--- src/rtl/mux4_scan_pkg.sv ---
// Shared definitions for the mux4 scan sequencer: the state encoding and the
// channel/select geometry of the downstream 4:1 mux.
package mux4_scan_pkg;

    localparam int NCH   = 4;
    localparam int SEL_W = 2;

    typedef enum logic {
        S_IDLE  = 1'b0,
        S_DWELL = 1'b1
    } state_t;

endpackage

--- src/rtl/rr_next4.sv ---
// Round-robin pick over a 4-bit mask: the next set bit strictly above cur,
// wrapping modulo 4. With cur = 3 this yields the lowest set bit.
module rr_next4
    import mux4_scan_pkg::*;
(
    input  logic [NCH-1:0]   mask,
    input  logic [SEL_W-1:0] cur,
    output logic [SEL_W-1:0] nxt,
    output logic             wrap,
    output logic             none
);

    logic [SEL_W-1:0] cand;
    logic             found;

    always_comb begin
        nxt   = cur;
        found = 1'b0;
        cand  = '0;
        // Candidates cur+1 .. cur+4; the last one is cur itself, covering a lone channel
        for (int k = 1; k <= NCH; k++) begin
            cand = cur + SEL_W'(k);
            if (!found && mask[cand]) begin
                nxt   = cand;
                found = 1'b1;
            end
        end
    end

    assign none = ~|mask;
    assign wrap = (nxt <= cur);

endmodule

--- src/rtl/mux4_scan_ctrl.sv ---
// Scan sequencer for mux4: steps sel round-robin over enabled channels, holds
// each for dwell+1 cycles, and publishes a per-sweep snapshot with a valid pulse.
module mux4_scan_ctrl
    import mux4_scan_pkg::*;
#(
    parameter int DWELL_W = 4
)(
    input  logic               clk,
    input  logic               reset,
    input  logic               en,
    input  logic [NCH-1:0]     chan_en,
    input  logic [DWELL_W-1:0] dwell,
    input  logic               mux_out,
    output logic [SEL_W-1:0]   sel,
    output logic [NCH-1:0]     sample,
    output logic               sample_valid,
    output logic               busy
);

    state_t             state, state_nxt;
    logic [SEL_W-1:0]   sel_nxt;
    logic [DWELL_W-1:0] counter, counter_nxt;
    logic [NCH-1:0]     shadow, shadow_nxt;
    logic [NCH-1:0]     sample_nxt;
    logic               valid_nxt;
    logic [NCH-1:0]     captured;

    logic [SEL_W-1:0]   rr_cur;
    logic [SEL_W-1:0]   rr_nxt;
    logic               rr_wrap;
    logic               rr_none;

    // From IDLE, searching above the top channel returns the lowest enabled one
    assign rr_cur = (state == S_IDLE) ? SEL_W'(NCH - 1) : sel;

    rr_next4 u_rr (
        .mask (chan_en),
        .cur  (rr_cur),
        .nxt  (rr_nxt),
        .wrap (rr_wrap),
        .none (rr_none)
    );

    always_comb begin
        captured      = shadow;
        captured[sel] = mux_out;
    end

    always_ff @(posedge clk) begin
        if (reset) begin
            state        <= S_IDLE;
            sel          <= '0;
            counter      <= '0;
            shadow       <= '0;
            sample       <= '0;
            sample_valid <= 1'b0;
        end else begin
            state        <= state_nxt;
            sel          <= sel_nxt;
            counter      <= counter_nxt;
            shadow       <= shadow_nxt;
            sample       <= sample_nxt;
            sample_valid <= valid_nxt;
        end
    end

    always_comb begin
        state_nxt   = state;
        sel_nxt     = sel;
        counter_nxt = counter;
        shadow_nxt  = shadow;
        sample_nxt  = sample;
        valid_nxt   = 1'b0;
        case (state)
            S_IDLE: begin
                if (en && !rr_none) begin
                    sel_nxt     = rr_nxt;
                    counter_nxt = dwell;
                    shadow_nxt  = '0;
                    state_nxt   = S_DWELL;
                end
            end
            S_DWELL: begin
                if (counter != '0) begin
                    counter_nxt = counter - DWELL_W'(1);
                end else if (rr_none) begin
                    // Mask emptied: abandon the sweep without publishing
                    shadow_nxt = captured;
                    state_nxt  = S_IDLE;
                end else begin
                    sel_nxt     = rr_nxt;
                    counter_nxt = dwell;
                    if (rr_wrap) begin
                        sample_nxt = captured;
                        valid_nxt  = 1'b1;
                        shadow_nxt = '0;
                        if (!en) state_nxt = S_IDLE;
                    end else begin
                        shadow_nxt = captured;
                    end
                end
            end
            default: state_nxt = S_IDLE;
        endcase
    end

    assign busy = (state == S_DWELL);

endmodule

--- config.mk ---
export PLATFORM = sky130hd
export DESIGN_NAME = mux4_scan_ctrl
export DESIGN_NICKNAME = d
export VERILOG_FILES = /design/src/rtl/mux4_scan_pkg.sv /design/src/rtl/rr_next4.sv /design/src/rtl/mux4_scan_ctrl.sv
export SDC_FILE = /design/constraint.sdc
export NUM_CORES = 1
export LEC_CHECK = 0
export ABC_AREA = 0
export ABC_CLOCK_PERIOD_IN_PS = 3450
export BUFFER_PORTS_ARGS = -buffer_cell sky130_fd_sc_hd__buf_2
export CORE_MARGIN = 2
export CORE_UTILIZATION = 50
export CTS_CLUSTER_SIZE = 40
export DETAILED_ROUTE_END_ITERATION = 8
export PLACE_DENSITY_LB_ADDON = 0.1
export RECOVER_POWER = 100
export SYNTH_ARGS = -nofsm -noshare
export SYNTH_HDL_FRONTEND = slang
export SYNTH_SLANG_ARGS = --single-unit
--- constraint.sdc ---
create_clock -name clk -period 3.45 [get_ports clk]
set_input_delay 0.345 -clock clk [delete_from_list [all_inputs] [get_ports clk]]
set_output_delay 0.345 -clock clk [all_outputs]
set_load 0.005 [all_outputs]
==> impl_metrics.env <==
export IMPL_layout_drive_gt1_share_pct=17.6
export IMPL_overflow=0
export IMPL_first_pass_iters=4
export IMPL_grt_max_degree=16
export IMPL_synth_seq_area_share_pct=29.0
export IMPL_power_switching_uw=237
export IMPL_fin_skew_ns=0.0113
export IMPL_num_fill_cells=209
export IMPL_antennaDiodeCount=0
export IMPL_row_count=17
export IMPL_ys_types=45
export IMPL_syn_nets=152
export IMPL_worstHoldPathType="input pin to flip-flop"
export IMPL_setup_viol_count_final=0
export IMPL_power_leakage_nw=0.541
export IMPL_met2_usage_pct=34.0
export IMPL_die_h_microns=51.0
export IMPL_cp_data_required_time_ns=3.62
export IMPL_syn_avg_cell_area_sq_um=8.01
export IMPL_cp_cell_sequence="and2b_1, mux4_2, or3b_4, o22ai_1, nand2_1, ha_1, inv_1, o31ai_1, o311ai_2, mux2i_1"
export IMPL_finalPower_uw=621
export IMPL_top_usage_layer="met2"
export IMPL_max_stage_delay_ns=0.57
export IMPL_cap_violations=0
export IMPL_fin_hold_ws_ns=0.325
export IMPL_arrival_ns=3.29
export IMPL_cts_hold_buf=0
export IMPL_syn_area_sq_um=1100
export IMPL_ys_flop_type="dfxtp_1"
export IMPL_intPower_uw=384
export IMPL_rsz0062_at_grt="no"
export IMPL_use_met3_pct=6.14
export IMPL_clk_pin_slew_worst_paths_ns=0.11
export IMPL_ys_warn_count=0
export IMPL_p_clk_share_pct=20.7
export IMPL_synthTopCellsByArea="dfxtp_1, nand2_1, mux2i_1"
export IMPL_numCtsBuffers=3
export IMPL_io_buffers=19
export IMPL_gr_usage_all_layers_pct=21.4
export IMPL_grt_pass1_wl_microns=4220
export IMPL_start_util_pct=51.4
export IMPL_via_per_inst=5.76
export IMPL_finalMaxSlewViolations=0
export IMPL_clock_latency_ns=0.29
export IMPL_cts_root_buf="clkbuf_4"
export IMPL_synthArstFlopShare_pct=0
export IMPL_grt_pass1_vias=988
export IMPL_synth_area_leader_cell="dfxtp_1"
export IMPL_num_vias=1077
export IMPL_cts_sinks=16
export IMPL_cts_buffer_depth=2
export IMPL_cp_max_fo=14
export IMPL_post_route_period_util_pct=90.3
export IMPL_relSlewSlack_pct=58.7
export IMPL_cp_slowest_cell="dfxtp_1"
export IMPL_pwr_share_seq_pct=36.8
export IMPL_p_comb_share_pct=42.5
export IMPL_gp_congestion=0.890
export IMPL_pin_count=20
export IMPL_ys_ff_latch=16
export IMPL_synth_edff_count=0
export IMPL_hold_viol_final=0
export IMPL_outcome="finished clean"
export IMPL_drt_wl_total_microns=2530
export IMPL_critPathKind="flip-flop to flip-flop"
export IMPL_final_nets=174
export IMPL_peakVddDrop_mv=0.318
export IMPL_antenna_found_initial=0
export IMPL_post_cts_setup_buffer_count=0
export IMPL_r2r_cells=10
export IMPL_fin_crit_ns=3.11
export IMPL_cts_resized=0
export IMPL_wl_per_cell_microns=13.5
export IMPL_dp_final_hpwl_microns=1980
export IMPL_worst_setup_path_end_kind="flip-flop"
export IMPL_die_area_sq_um=2600
export IMPL_swShare_pct=38.2
export IMPL_power_density_nw_per_um2=495
export IMPL_use_met1_pct=27.1
export IMPL_ant_nets=0
export IMPL_synth_top_area_share_pct=29.0
export IMPL_fmax_ghz=0.321
export IMPL_tightest_slew_ns=0.614
export IMPL_synthCells=138
export IMPL_fin_util_pct=58.4
export IMPL_cts_tree="yes"
export IMPL_cts_max_level=1
export IMPL_die_x_microns=51.0
export IMPL_holdPathStages=3
export IMPL_core_sq_um=2150
export IMPL_fin_setup_tns_ns=0
export IMPL_critPathLaunchType="flip-flop"
export IMPL_drt_iter0_drc=36
export IMPL_drc=0
export IMPL_syn2layout_area_growth_pct=13.5
-- routing by layer --
layer | vias up | share of wire (%)
met1 | 486 | 47
met3 | 2 | 5.8
li1 | 552 | -
met5 | - | 0
met4 | 0 | 0.91
met2 | 37 | 46
-- worst paths after layout --
path	startpoint	slack [ns]	end
setup reg to reg	sel[0]$_SDFFE_PP0P_	0.34	sample[1]$_SDFFE_PP0P_
setup / recovery	sel[0]$_SDFFE_PP0P_	0.34	sample[1]$_SDFFE_PP0P_
hold reg to reg	sample[3]$_SDFFE_PP0P_	0.46	sample[3]$_SDFFE_PP0P_
hold / removal	dwell[2]	0.32	counter[2]$_SDFFE_PP0P_
-- cell usage after synthesis (all sizes together), types with 2 or more instances --
cell type and count:
nand2 18, dfxtp 16, nor2 13, a21oi 11, inv 11, o31ai 7
mux2i 6, a22oi 5, o21ai 5, clkbuf 3, nand3b 3, nor3 3
and2b 2, ha 2, mux4 2, nand3 2, nor2b 2
-- state kept, by name (all words and copies together) (netlist names) --
name and flops:
sel 2, counter 4, shadow 4, busy 1, sample_valid 1, sample 4
-- kinds of logic (layout without fill, tap and decap cells) --
kind of cell,after synthesis,after routing,share of synthesized area (%)
and+or+nand+nor,50,50,22.5
xor gates and xnor gates,2,2,1.59
buffers and inverters,16,37,5.55
muxes,9,9,10.5
DFF,16,16,29.0
adders and majority gates,2,2,2.26
AOI/OAI and AO/OA,43,43,28.5
-- through the flow --
step           setup slack, ns  cells  area [sq um]
2_1_floorplan            0.541    138          1100
3_3_place_gp             0.418    183          1230
3_5_place_dp             0.321    183          1230
4_1_cts                  0.294    187          1270
5_1_grt                  0.152    187          1250
6_report                 0.336    187          1250
-- power groups by stage --
stage / combinational, mW / clock [mW] / sequential [mW]
2_1_floorplan: 0.214 / 0 / 0.225
3_3_place_gp: 0.269 / 0 / 0.231
3_5_place_dp: 0.271 / 0 / 0.233
4_1_cts: 0.273 / 0.133 / 0.229
5_1_grt: 0.293 / 0.141 / 0.232
6_report: 0.264 / 0.128 / 0.229
-- layout make-up --
type                            count  area (sq um)  share of cell area [%]
Timing Repair Buffer               21           104                    8.28
Sequential cell                    16           320                    25.5
Clock buffer                        4          36.3                    2.89
Inverter                           12          45.0                    3.59
Multi-Input combinational cell    106           713                    56.9
Tap cell                           28          35.0                    2.79
-- critical path: cells and delay by family (launching register included) --
family,cells,cell delay (ns)
AOI/OAI and AO/OA,3,0.87
and+or+nand+nor,3,0.77
DFF,1,0.57
muxes,2,0.41
adders and majority gates,1,0.31
buffers and inverters,1,0.06
-- cell usage in the layout (no fill, tap or decap), types with 2 or more instances in the layout --
cell type   n
a21oi_1    11
a22oi_1     5
buf_2      17
clkbuf_1    3
clkbuf_4    3
dfxtp_1    16
ha_1        2
inv_1      11
mux2i_1     6
mux4_2      2
nand2_1    18
nand3_1     2
nand3b_1    3
nor2_1     13
nor2b_1     2
nor3_1      3
o21ai_0     5
o31ai_1     7
Note: power is estimated with default switching activity, not from simulation.
